### config.mk
export PLATFORM = sky130hd
export DESIGN_NAME = otter_fetch_queue
export DESIGN_NICKNAME = d
export VERILOG_FILES = /design/src/rtl/otter_fetch_queue.sv
export SDC_FILE = /design/constraint.sdc
export NUM_CORES = 1
export LEC_CHECK = 0
export ABC_AREA = 0
export BUFFER_PORTS_ARGS = -buffer_cell sky130_fd_sc_hd__buf_2
export CAP_MARGIN = 20
export CORE_ASPECT_RATIO = 1.75
export CORE_MARGIN = 3
export CORE_UTILIZATION = 61
export DETAILED_ROUTE_END_ITERATION = 6
export GPL_TIMING_DRIVEN = 0
export PLACE_DENSITY_LB_ADDON = 0.2
export SLEW_MARGIN = 20
export SYNTH_ARGS = -nofsm -noshare
export SYNTH_HDL_FRONTEND = slang
export SYNTH_SLANG_ARGS = --single-unit
### constraint.sdc
create_clock -name CLK -period 10.55 [get_ports CLK]
set_input_delay 2.6375 -clock CLK [delete_from_list [all_inputs] [get_ports CLK]]
set_output_delay 2.6375 -clock CLK [all_outputs]
set_load 0.01 [all_outputs]
### src/rtl/otter_fetch_queue.sv
// otter_fetch_queue
// -----------------
// Instruction-fetch front end for the pipelined OTTER. It owns the fetch PC,
// issues word-aligned requests on the instruction port of memory, and holds
// the returned instructions in a small in-order queue that feeds the IF/DE
// boundary. Memory latency, decode stalls and execute-stage redirects are
// absorbed here without losing or duplicating instructions.
//
// Parameters
//   DEPTH      queue entries, also the maximum number of outstanding requests
//              (power of two, at least 2)
//   RESET_VEC  first fetch address after reset
//
// Ports
//   CLK            clock, all state on the rising edge
//   RESET          asynchronous active-low reset
//   IMEM_REQ       fetch request valid
//   IMEM_ADDR      fetch address (word aligned)
//   IMEM_GNT       request accepted this cycle
//   IMEM_RVALID    response valid, responses return in request order
//   IMEM_RDATA     returned instruction word
//   REDIRECT       execute-stage taken branch/jump, flushes the front end
//   REDIRECT_PC    new fetch target
//   DE_STALL       decode cannot accept the head instruction
//   IF_DE_VALID    head entry valid
//   IF_DE_IR       head instruction
//   IF_DE_PC       head instruction address
//   IF_DE_NEXT_PC  head instruction address + 4
//   FETCH_ERR      sticky protocol/alignment error, cleared only by reset

module otter_fetch_queue #(
   parameter int unsigned DEPTH     = 2,
   parameter logic [31:0] RESET_VEC = 32'h0000_0000
) (
   input  logic        CLK,
   input  logic        RESET,
   output logic        IMEM_REQ,
   output logic [31:0] IMEM_ADDR,
   input  logic        IMEM_GNT,
   input  logic        IMEM_RVALID,
   input  logic [31:0] IMEM_RDATA,
   input  logic        REDIRECT,
   input  logic [31:0] REDIRECT_PC,
   input  logic        DE_STALL,
   output logic        IF_DE_VALID,
   output logic [31:0] IF_DE_IR,
   output logic [31:0] IF_DE_PC,
   output logic [31:0] IF_DE_NEXT_PC,
   output logic        FETCH_ERR
);

   localparam int PW = $clog2(DEPTH);
   localparam int CW = $clog2(DEPTH) + 1;
   localparam int SW = CW + 1;

   logic [31:0]   fetch_pc;
   logic [31:0]   rsp_pc;
   logic [31:0]   pc_q  [DEPTH];
   logic [31:0]   npc_q [DEPTH];
   logic [31:0]   ir_q  [DEPTH];
   logic [PW-1:0] head;
   logic [PW-1:0] tail;
   logic [CW-1:0] count;
   logic [CW-1:0] out_cnt;
   logic [CW-1:0] drop_cnt;
   logic          fetch_err;

   logic          pop;
   logic          grant;
   logic          rsp_live;
   logic          push;
   logic [SW-1:0] credits_used;
   logic [31:0]   redirect_target;

   // A queue slot is reserved for every request in flight, so a new request
   // is only allowed while occupied plus outstanding entries (less the one
   // leaving this cycle) stay below DEPTH. This is what makes a push into a
   // full queue impossible.
   assign pop          = IF_DE_VALID & ~DE_STALL & ~REDIRECT;
   assign credits_used = SW'(count) + SW'(out_cnt) - SW'(pop);
   assign IMEM_REQ     = RESET & ~REDIRECT & (credits_used < SW'(DEPTH));
   assign IMEM_ADDR    = fetch_pc;

   assign grant           = IMEM_REQ & IMEM_GNT;
   assign rsp_live        = IMEM_RVALID & (out_cnt != '0);
   assign push            = rsp_live & (drop_cnt == '0) & ~REDIRECT;
   assign redirect_target = {REDIRECT_PC[31:2], 2'b00};

   // Entries store PC+4 alongside the PC so every IF/DE output comes straight
   // out of queue storage selected by the head pointer.
   assign IF_DE_VALID   = (count != '0);
   assign IF_DE_IR      = ir_q[head];
   assign IF_DE_PC      = pc_q[head];
   assign IF_DE_NEXT_PC = npc_q[head];
   assign FETCH_ERR     = fetch_err;

   // Fetch PC, credit counters, queue storage and the sticky error flag.
   // A redirect wins over everything: the queue is emptied, both PCs jump to
   // the target, and every response still in flight belongs to the abandoned
   // path and is marked for discard (minus the one arriving right now, which
   // is itself thrown away).
   always_ff @(posedge CLK or negedge RESET) begin
      if (!RESET) begin
         fetch_pc  <= RESET_VEC;
         rsp_pc    <= RESET_VEC;
         head      <= '0;
         tail      <= '0;
         count     <= '0;
         out_cnt   <= '0;
         drop_cnt  <= '0;
         fetch_err <= 1'b0;
         for (int i = 0; i < int'(DEPTH); i++) begin
            pc_q[i]  <= '0;
            npc_q[i] <= '0;
            ir_q[i]  <= '0;
         end
      end else begin
         if (grant) begin
            fetch_pc <= fetch_pc + 32'd4;
         end
         out_cnt <= out_cnt + CW'(grant) - CW'(rsp_live);

         if (IMEM_RVALID && (out_cnt == '0)) begin
            fetch_err <= 1'b1;
         end

         if (REDIRECT) begin
            fetch_pc <= redirect_target;
            rsp_pc   <= redirect_target;
            head     <= tail;
            count    <= '0;
            drop_cnt <= out_cnt - CW'(rsp_live);
            if (REDIRECT_PC[1:0] != 2'b00) begin
               fetch_err <= 1'b1;
            end
         end else begin
            if (rsp_live && (drop_cnt != '0)) begin
               drop_cnt <= drop_cnt - CW'(1);
            end
            if (push) begin
               pc_q[tail]  <= rsp_pc;
               npc_q[tail] <= rsp_pc + 32'd4;
               ir_q[tail]  <= IMEM_RDATA;
               tail        <= tail + PW'(1);
               rsp_pc      <= rsp_pc + 32'd4;
            end
            if (pop) begin
               head <= head + PW'(1);
            end
            count <= count + CW'(push) - CW'(pop);
         end
      end
   end

endmodule

==> metrics.md, run 1 <==
| Metric | Value |
|---|---|
| Min Clock Period, post-route | `8.04 ns` |
| Final setup viols | `0` |
| Synth top cells by count | `nand2_1 (300), dfrtp_1 (253), mux2_2 (164)` |
| Port bufs | `between 150 and 200` |
| Max-Cap Viols | `0` |
| Combinational share of power | `0.361` |
| Mean Syn Cell Area | `10.2 sq um` |
| First-pass GRT wire length | `around 50000 um` |
| RSZ-0062 raised after global routing | `no` |
| Post-Layout Inst Area | `roughly 14000 sq um` |
| Seq pwr share | `0.418` |
| Inserted Clock Buffers | `23` |
| Crit Path Category | `in2out` |
| Fill cell count | `about 1.4k` |
| Post-synth top area share | `0.519` |
| Critical path fanouts, max | `10` |
| Asr flop ratio synth | `1.00` |
| Die Span X | `roughly 110 um` |
| Arrival @ worst endpoint | `5.40 ns` |
| Sum Neg Setup Slack | `0 ns` |
| CTS Buffer Depth | `3` |
| H-tree depth | `1` |
| CTS tree | `done` |
| Net Sw Frac | `0.345` |
| Most Crowded Layer GR | `met2` |
| Boundary Pins | `approximately 200` |
| Dpl cell area | `13600 sq um` |
| DRT iter0 DRCs | `just over 700` |
| Slew headroom | `0.297` |
| Post-synth EDFFs | `0` |
| Largest stage delay on the critical path | `between 0.4 and 0.5 ns` |
| CTS Hold Buffers Added | `0` |
| Worst endpoint required time | `approximately 7.9 ns` |
| Highest Clock Rate | `around 120 MHz` |
| Crit. path cell count | `10` |
| Drt wl/cell | `between 15 and 20 um` |
| Crit path launch type | `input port` |
| Post-CTS setup buffers | `0` |
| Final hold viol count | `0` |
| Final WL | `31600 um` |
| Area grow syn2layout | `17.3%` |
| Crit. End Element | `output port` |
| Synthesized area | `about 12000 sq um` |
| Final period utilization | `0.762` |
| R2r startpoint | `count[1]` |
| Int Pwr | `approximately 2400 uW` |
| PwrDens | `around 250 nW/um^2` |
| GRT met3 Usage | `0.0375` |
| Setup slack after layout | `between 2 and 3 ns` |
| DRC Markers | `0` |
| DRT antenna net count | `0` |
| Die area | `between 20000 and 25000 sq um` |
| Initial core utilization | `0.629` |
| Placer Congestion | `1.01` |
| Met1 Usage GRT | `0.351` |
| Crit-path slowest cell | `xnor2_1` |
| Ys Warns | `0` |
| GRT Total Usage | `0.291` |
| Worst Hold Launch | `FETCH_ERR` |
| Sequential area share after synthesis | `0.519` |
| Pre-CTS WS | `between 2 and 3 ns` |
| Max Slew Vio Count | `0` |
| Hold depth | `2` |
| Status | `finished, final reports clean` |
| Synth cell types | `47` |
| Worst skew pair latency | `0.51 ns` |
| Clk pwr share | `0.221` |
| Core area | `around 19000 sq um` |
| HPWL after DPL | `23400 um` |
| Leak | `0.00694 uW` |
| Cell count after synthesis | `1198` |
| CP startpoint | `REDIRECT` |
| Via count | `9672` |
| Buf+Inv Stages, Crit Path | `4` |
| Clk root buf | `clkbuf_16` |
| Dpl cells | `1641` |
| Worst-margin pin slew | `about 1.0 ns` |
| Remaining Overflow, GRT | `0` |
| Initial antenna violation count | `1` |
| Vias in the first global route | `about 10k` |
| Die Y | `193 um` |
| Clock Pin Slew Worst Setup and Hold Paths | `approximately 0.060 ns` |
| Grt met2 use | `0.530` |
| CTS sink count | `253` |
| CTS resizes | `0` |
| Hold WC Path Type | `reg2reg` |
| Drt first pass iters | `5` |
| Largest area contributor in the netlist | `dfrtp_1` |
| Max VDD drop | `around 0.17 mV` |
| Post-route non-filler standard cell count | `~1.7k` |
| Largest net degree at the start of global routing | `slightly above 70` |
| Clk_skew | `about 0.017 ns` |
| Final nets | `1506` |
| Synthesized flop and latch total | `253` |
| Ys flop type | `dfrtp_1` |
| Share of layout cells above drive strength 1 | `0.297` |
| Vias/cell | `between 5 and 6` |
| Most common cell in the netlist | `nand2_1` |
| Cell Chain, Critical Path | `buf_2 > clkbuf_1 > clkbuf_1 > nor3_1 > ha_1 > nand2b_1 > fa_1 > xnor2_1 > nor4bb_1 > buf_2` |
| Switching power | `~1300 uW` |
| Cell family with most CP delay | `buffers and inverters` |
| Top cells by area, synth | `dfrtp_1 (52%), mux2_2 (15%), nand2_1 (9.2%)` |
| Worst reg2reg path depth | `14` |
| Site Rows | `between 60 and 70` |
[cells in the final DEF, fill, tap and decap left out, types with 21 or more instances in the layout]
master,count
inv_1,21
dfrtp_1,253
clkbuf_16,23
buf_2,208
o21ai_0,91
nor2_1,29
nand4_1,27
xor2_1,39
mux2_2,164
nand3_1,41
clkbuf_1,61
nand2_1,300
xnor2_1,34
[sequential cells by signal, summed over array words and instances, names as in the netlist, 2 cells and up]
name,cells
out_cnt,2
IMEM_ADDR,30
drop_cnt,2
count,2
pc_q,60
rsp_pc,30
npc_q,60
ir_q,64
[tightest hold or removal path, delay by kind of cell (launching register included)]
family / cells / cell delay, ns
AND/OR/NAND/NOR: 1 / 0.06
flip-flops: 1 / 0.34
AO/OA/AOI/OAI: 1 / 0.04
[logic make-up after synthesis]
family,after synthesis,synth area share
fa+ha+maj,11,0.0119
flops,253,0.519
xor+xnor,73,0.0525
other cells,1,0.000308
mux,164,0.152
compound gates,138,0.0651
buf+inv,104,0.0357
simple gates,454,0.164
[worst paths after layout]
check                              to  slack [ns]
max                          IMEM_REQ        2.51
min                         FETCH_ERR        0.47
max reg2reg                out_cnt[1]        6.66
min reg2reg                 FETCH_ERR        0.47
max in group asynchronous   npc_q[55]        7.45
min in group asynchronous    ir_q[26]        2.04
[final cells by class]
cell class	instances	area, sq um	share of cell area
multi-input cells	846	5450	0.381
clock inverters	11	93.8	0.00657
flip-flops and latches	253	6330	0.443
diodes	1	2.50	0.000175
plain buffers	83	357	0.0249
repair buffers	197	1060	0.0744
well taps	241	302	0.0211
inverters	21	78.8	0.00552
clock buffers	29	618	0.0432
[per-layer routing]
metal  vias to the layer above  routed length (um)
met2                       334               16600
met3                        70                1700
li1                       4526                   -
met4                         0                1150
met1                      4742               12200
met5                         -                   0
[metrics by stage]
stage | util | hold WS [ns] | power [uW]
CTS | 0.738 | 0.468 | 3660
detailed placement | 0.701 | 0.451 | 2850
floorplan | - | 0.442 | 2340
global route | 0.738 | 0.493 | 3860
finish | 0.738 | 0.467 | 3640
global placement | 0.696 | 0.448 | 2790
[power by group through the flow]
stage,clock (uW),sequential (uW),combinational [uW]
after global placement,0,1510,1280
final,804,1520,1320
after floorplan,0,1470,864
after detailed placement,0,1530,1320
after global routing,852,1560,1450
after CTS,814,1520,1330
No activity file was read; power rests on OpenSTA's default activity.
==> run 2, diff against run 1 <==
--- a/config.mk
+++ b/config.mk
@@ -5,12 +5,12 @@
 export SDC_FILE = /design/constraint.sdc
 export NUM_CORES = 1
 export LEC_CHECK = 0
-export ABC_AREA = 0
+export ABC_AREA = 1
 export BUFFER_PORTS_ARGS = -buffer_cell sky130_fd_sc_hd__buf_2
 export CAP_MARGIN = 20
 export CORE_ASPECT_RATIO = 1.75
 export CORE_MARGIN = 3
-export CORE_UTILIZATION = 61
+export CORE_UTILIZATION = 57
 export DETAILED_ROUTE_END_ITERATION = 6
 export GPL_TIMING_DRIVEN = 0
 export PLACE_DENSITY_LB_ADDON = 0.2
==> constraint.sdc (replaced) <==
create_clock -name CLK -period 8.25 [get_ports CLK]
set_input_delay 2.0625 -clock CLK [delete_from_list [all_inputs] [get_ports CLK]]
set_output_delay 2.0625 -clock CLK [all_outputs]
set_load 0.01 [all_outputs]
==> run 2 against run 1 <==
Worst setup slack got worse by 0.73 ns. Combinational power rose by 34%. Hold slack got worse by 0.0063 ns.
==> metrics.md, run 2 <==
| Metric | Value |
|---|---|
| Status | `finished, final reports clean` |
| PwrDens | `approximately 330 nW/um^2` |
| Max reg flops | `64` |
| Core area | `about 22000 sq um` |
| Boundary Pins | `~200` |
| HPWL after DPL | `30600 um` |
| Wire length on met2 | `between 20000 and 25000 um` |
| Most common cell in the netlist | `nand2_1` |
| Mean Syn Cell Area | `around 7.7 sq um` |
| Critical path fanouts, max | `10` |
| Cell family with most CP delay | `buffers and inverters` |
| Crit Path Category | `in2out` |
| FF-to-FF End | `IMEM_ADDR[9]` |
| RSZ-0062 raised after global routing | `no` |
| Worst reg2reg path depth | `15` |
| Die area | `24000 sq um` |
| Hold WC Path Type | `reg2reg` |
| Cell count after synthesis | `~1.6k` |
| Net Sw Frac | `0.385` |
| Largest net degree at the start of global routing | `99` |
| Clk pwr share | `0.230` |
| Placer Congestion | `around 0.98` |
| Share of layout cells above drive strength 1 | `0.162` |
| Slew headroom | `0.419` |
| Port bufs | `approximately 190` |
| Dpl cells | `around 2.1k` |
| Area grow syn2layout | `17.5%` |
| Max Slew Vio Count | `0` |
| # diodes | `0` |
| Asr flop ratio synth | `1.00` |
| Switching power | `around 1900 uW` |
| Most frequent cells in the layout | `nand2_1 (615), dfrtp_1 (253), buf_2 (231), o21ai_0 (196), inv_1 (181)` |
| Ys Warns | `0` |
| Biggest register | `ir_q` |
| Arrival @ worst endpoint | `around 4.4 ns` |
| Buf+Inv Stages, Crit Path | `4` |
| Inserted Clock Buffers | `23` |
| CTS sink count | `between 200 and 300` |
| Clk root buf | `clkbuf_16` |
| Vias in the first global route | `approximately 12k` |
| Leading registers by flop count | `ir_q x64, npc_q x60, pc_q x60` |
| Synthesized area | `12600 sq um` |
| Crit-path slowest cell | `buf_1` |
| Sequential area share after synthesis | `0.503` |
| Max VDD drop | `between 0.15 and 0.2 mV` |
| H-tree depth | `1` |
| Met1 WL | `~14000 um` |
| CTS tree | `done` |
| Top Layer Used | `met4` |
| Reg-to-reg slack, setup | `4.83 ns` |
| Pre-CTS WS | `between 1.5 and 2 ns` |
| Post-CTS setup buffers | `0` |
| Worst Hold Launch | `FETCH_ERR` |
| Highest Clock Rate | `roughly 150 MHz` |
| Sum Neg Setup Slack | `0 ns` |
| Max-Cap Viols | `0` |
| Ys flop type | `dfrtp_1` |
| Worst skew pair latency | `approximately 0.53 ns` |
| Worst endpoint required time | `between 6 and 7 ns` |
| Synth top cells by count | `nand2_1 (615), dfrtp_1 (253), o21ai_0 (196)` |
| Post-route non-filler standard cell count | `2180` |
| Hold depth | `2` |
| Via count | `11.9k` |
| CTS Buffer Depth | `3` |
| Most common cell after layout, fill and taps aside | `nand2_1` |
| Final nets | `1952` |
| Initial antenna violation count | `0` |
| Hold Path Sink | `FETCH_ERR` |
| Worst-margin pin slew | `approximately 0.87 ns` |
| Final WL | `39800 um` |
| Site Rows | `71` |
| Clk_skew | `0.0164 ns` |
| First-pass GRT wire length | `roughly 63000 um` |
| Crit. End Element | `output port` |
| Final hold viol count | `0` |
| Post-synth EDFFs | `0` |
| Leak | `0.00755 uW` |
| Largest area contributor in the netlist | `dfrtp_1` |
| Drt first pass iters | `7` |
| DRC Markers | `0` |
| Synthesized flop and latch total | `253` |
| Int Pwr | `3010 uW` |
| WL met3 | `about 2300 um` |
| Setup slack after layout | `1.78 ns` |
| Die Span X | `around 120 um` |
| Clock Pin Slew Worst Setup and Hold Paths | `about 0.060 ns` |
| Seq pwr share | `0.408` |
| Final period utilization | `0.784` |
| Final setup viols | `0` |
| Largest stage delay on the critical path | `0.54 ns` |
| Fill cell count | `between 1.5k and 2k` |
| Post-synth top area share | `0.503` |
| Synth cell types | `36` |
| CTS resizes | `0` |
| CTS Hold Buffers Added | `0` |
| DRT iter0 DRCs | `just under 1k` |
| GRT Total Usage | `0.334` |
| Min Clock Period, post-route | `~6.5 ns` |
| Combinational share of power | `0.361` |
| DRT antenna net count | `0` |
| CP startpoint | `REDIRECT` |
| Drt wl/cell | `approximately 18 um` |
| Top cells by area, synth | `dfrtp_1 (50%), nand2_1 (18%), o21ai_0 (7.8%)` |
| Crit path launch type | `input port` |
| Initial core utilization | `0.583` |
| Die Y | `~200 um` |
| Remaining Overflow, GRT | `0` |
| Vias/cell | `5.46` |
| R2r startpoint | `count[1]` |
| Cell Chain, Critical Path | `buf_2 > buf_1 > nor2_1 > ha_1 > inv_1 > nand2_1 > fa_1 > nand2_1 > nor4_1 > buf_2` |
-- run 2: logic make-up (layout without fill, tap and decap cells) --
group | count (synthesis) | count (layout) | share of synthesized area
multiplexers | 8 | 8 | 0.00715
AND/OR/NAND/NOR | 802 | 802 | 0.255
flip-flops | 253 | 253 | 0.503
XOR/XNOR | 29 | 29 | 0.0202
adder cells (fa/ha/maj) | 11 | 11 | 0.0115
other | 1 | 6 | 0.000298
AO/OA/AOI/OAI | 277 | 277 | 0.117
buffers and inverters | 265 | 502 | 0.0861
-- run 2: worst max path at each step --
stage / to / cells past startpoint / slack [ns]
4_1_cts: IMEM_REQ / 10 / 1.75
2_1_floorplan: IMEM_REQ / 9 / 2.26
5_1_grt: IMEM_REQ / 10 / 1.62
3_5_place_dp: IMEM_REQ / 10 / 1.76
6_report: IMEM_REQ / 10 / 1.78
3_3_place_gp: IMEM_REQ / 4 / -0.96
-- run 2: routing by layer --
layer,GRT usage,vias to the layer above
li1,-,5611
met3,0.0326,126
met4,0.177,0
met1,0.375,5676
met5,0,-
met2,0.619,486
-- run 2: cell type report --
cell class	instances	area [sq um]	area share
buffer	80	390	0.0264
timing repair buffer	195	1030	0.0697
sequential	253	6330	0.428
multi-input combinational	1133	5190	0.351
clock inverter	13	151	0.0102
inverter	185	694	0.0469
clock buffer	29	638	0.0431
tap	292	365	0.0247
-- run 2: power by group through the flow --
stage | clock network, uW | logic, uW | registers [uW]
CTS | 1140 | 1780 | 1990
global placement | 0 | 1710 | 1990
detailed placement | 0 | 1760 | 2010
floorplan | 0 | 1080 | 1940
finish | 1130 | 1770 | 2000
global route | 1190 | 1990 | 2040
-- run 2: tightest hold or removal path, stage by stage, from the launching register on --
cell	delay (ns)
dfrtp_1	0.34
a31oi_1	0.04
nand2_1	0.05
-- run 2: stage by stage --
stage	area, sq um	hold slack [ns]	power (uW)	utilization
after floorplan	12600	0.442	3030	-
after global placement	13900	0.447	3700	0.646
after detailed placement	14000	0.449	3770	0.649
after CTS	14800	0.466	4900	0.685
after global routing	14800	0.496	5220	0.685
final	14800	0.461	4890	0.685
==> run 3, diff against run 2 <==
--- a/config.mk
+++ b/config.mk
@@ -5,7 +5,7 @@
 export SDC_FILE = /design/constraint.sdc
 export NUM_CORES = 1
 export LEC_CHECK = 0
-export ABC_AREA = 1
+export ABC_AREA = 0
 export BUFFER_PORTS_ARGS = -buffer_cell sky130_fd_sc_hd__buf_2
 export CAP_MARGIN = 20
 export CORE_ASPECT_RATIO = 1.75
==> constraint.sdc (replaced) <==
create_clock -name CLK -period 6.44 [get_ports CLK]
set_input_delay 1.61 -clock CLK [delete_from_list [all_inputs] [get_ports CLK]]
set_output_delay 1.61 -clock CLK [all_outputs]
set_load 0.01 [all_outputs]
==> run 3 against run 2 <==
Final area fell by 2.8%. Global-route usage fell by 5.7 points. Critical endpoint unchanged. Die area shrank 3.1%.
==> metrics.md, run 3 (synthesis gave the netlist of run 1 again) <==
| Metric | Value |
|---|---|
| Clk_skew | `0.0155 ns` |
| Initial antenna violation count | `0` |
| Inserted Clock Buffers | `24` |
| Worst reg2reg path depth | `14` |
| CTS tree | `done` |
| Remaining Overflow, GRT | `0` |
| Slew headroom | `0.334` |
| GRT Total Usage | `0.276` |
| Die Span X | `about 120 um` |
| Max-Cap Viols | `0` |
| Buf+Inv Stages, Crit Path | `4` |
| HPWL after DPL | `between 20000 and 25000 um` |
| Leading registers by flop count | `ir_q x64, npc_q x60, pc_q x60` |
| Most common cell after layout, fill and taps aside | `nand2_1` |
| Cell Chain, Critical Path | `buf_2 > clkbuf_1 > clkbuf_1 > nor3_1 > ha_1 > nand2b_1 > fa_1 > xnor2_1 > nor4bb_1 > buf_2` |
| Final nets | `about 1.5k` |
| Status | `finished, final reports clean` |
| Critical path fanouts, max | `10` |
| CTS Hold Buffers Added | `0` |
| Max VDD drop | `between 0.2 and 0.25 mV` |
| Max Slew Vio Count | `0` |
| Worst endpoint required time | `around 4.8 ns` |
| Largest stage delay on the critical path | `around 0.5 ns` |
| Arrival @ worst endpoint | `4.40 ns` |
| Max reg flops | `64` |
| Clk root buf | `clkbuf_16` |
| CTS sink count | `approximately 250` |
| DRC Markers | `0` |
| Crit path launch type | `input port` |
| # diodes | `0` |
| DRT iter0 DRCs | `roughly 700` |
| Crit Path Category | `in2out` |
| Clk pwr share | `0.238` |
| Combinational share of power | `0.354` |
| Site Rows | `70` |
| Hold depth | `2` |
| Final setup viols | `0` |
| Most frequent cells in the layout | `nand2_1 (300), dfrtp_1 (253), buf_2 (208), mux2_2 (164), o21ai_0 (91)` |
| Crit. path cell count | `10` |
| Worst skew pair latency | `~0.52 ns` |
| Vias/cell | `roughly 5.7` |
| Biggest register | `ir_q` |
| Final WL | `roughly 32000 um` |
| CTS resizes | `0` |
| Initial core utilization | `0.582` |
| Crit. End Element | `output port` |
| RSZ-0062 raised after global routing | `no` |
| Die area | `around 23000 sq um` |
| Hold WC Path Type | `reg2reg` |
| CTS Buffer Depth | `3` |
| Post-Layout Inst Area | `14400 sq um` |
| Leak | `approximately 0.0070 uW` |
| Boundary Pins | `201` |
| H-tree depth | `1` |
| PwrDens | `between 400 and 500 nW/um^2` |
| Share of layout cells above drive strength 1 | `0.298` |
| Fin util | `0.687` |
| Setup slack after layout | `~0.43 ns` |
| Int Pwr | `4040 uW` |
| Switching power | `about 2000 uW` |
| Worst-margin pin slew | `0.994 ns` |
| Post-CTS setup buffers | `0` |
| Seq pwr share | `0.408` |
| Port bufs | `around 190` |
| Cell family with most CP delay | `buffers and inverters` |
| Final hold viol count | `0` |
| DRT antenna net count | `0` |
| Via count | `about 9.6k` |
| Placer Congestion | `approximately 0.96` |
| Min Clock Period, post-route | `6.01 ns` |
| Crit-path slowest cell | `xnor2_1` |
| Final period utilization | `0.933` |
| First-pass GRT wire length | `slightly above 50000 um` |
| Drt wl/cell | `18.7 um` |
| Area grow syn2layout | `18.0%` |
| Die Y | `199 um` |
| Highest Clock Rate | `166 MHz` |
| Core area | `around 21000 sq um` |
| Net Sw Frac | `0.337` |
| Clock Pin Slew Worst Setup and Hold Paths | `0.05 ns` |
| Pre-CTS WS | `roughly 0.44 ns` |
| Dpl cell area | `approximately 14000 sq um` |
| Drt first pass iters | `5` |
| Largest net degree at the start of global routing | `between 100 and 150` |
| Vias in the first global route | `roughly 9.7k` |
| Worst hold margin | `approximately 0.47 ns` |
run 3: cell types whose count changed in the layout (fill, tap and decap cells not counted), sizes merged, moves of 15 or more:
| cell | change |
|---|---|
| buf | -28 |
| mux2 | +156 |
| nand2 | -315 |
| inv | -164 |
| xnor2 | +29 |
| xor2 | +15 |
| o21ai | -139 |
| clkbuf | +42 |
| nand3 | -39 |
| nor2 | -57 |
| nand4 | +20 |
run 3: through the flow:
step	power (uW)	TNS, ns	instances
3_5_place_dp	4660	0	1651
2_1_floorplan	3830	0	1203
4_1_cts	6120	0	1694
5_1_grt	6470	0	1694
6_report	6080	0	1694
3_3_place_gp	4580	-222.24	1649
run 3: worst register-to-register path, cell delays in order (launching register included):
cell and delay [ns]:
dfrtp_1 0.39, nor2_1 0.09, nor3_1 0.23, ha_1 0.28, nand2b_1 0.15, fa_1 0.39, xnor2_1 0.50, nor2_1 0.20
inv_1 0.29, buf_1 0.55, ha_1 0.35, inv_1 0.05, ha_1 0.14, xnor2_1 0.14, xnor2_1 0.15
run 3: worst paths after layout:
| check | startpoint | to | slack (ns) |
|---|---|---|---|
| setup / recovery | REDIRECT | IMEM_REQ | 0.43 |
| min in group asynchronous | RESET | ir_q[33] | 1.08 |
| hold / removal | pc_q[37] | pc_q[37] | 0.47 |
| setup reg to reg | count[1] | out_cnt[1] | 2.46 |
| hold reg to reg | pc_q[37] | pc_q[37] | 0.47 |
| max in group asynchronous | RESET | pc_q[7] | 4.40 |
run 3: layout make-up:
cell class	count	area [sq um]
sequential	253	6330
fill	1694	6550
tap	252	315
clock inverter	4	48.8
clock buffer	39	768
multi-input combinational	846	5450
timing repair buffer	196	1040
inverter	21	78.8
buffer	83	357
run 3: power groups by stage:
stage / registers [uW] / logic (uW) / clock network, uW
finish: 2480 / 2150 / 1450
global route: 2550 / 2380 / 1540
CTS: 2480 / 2180 / 1470
detailed placement: 2500 / 2160 / 0
global placement: 2470 / 2110 / 0
floorplan: 2420 / 1410 / 0
run 3: metal layers:
metal  global-route usage  routed length (um)
met5                    0                   0
met1                0.338               12300
met4                0.109                1310
met2                0.487               16400
met3               0.0382                1770
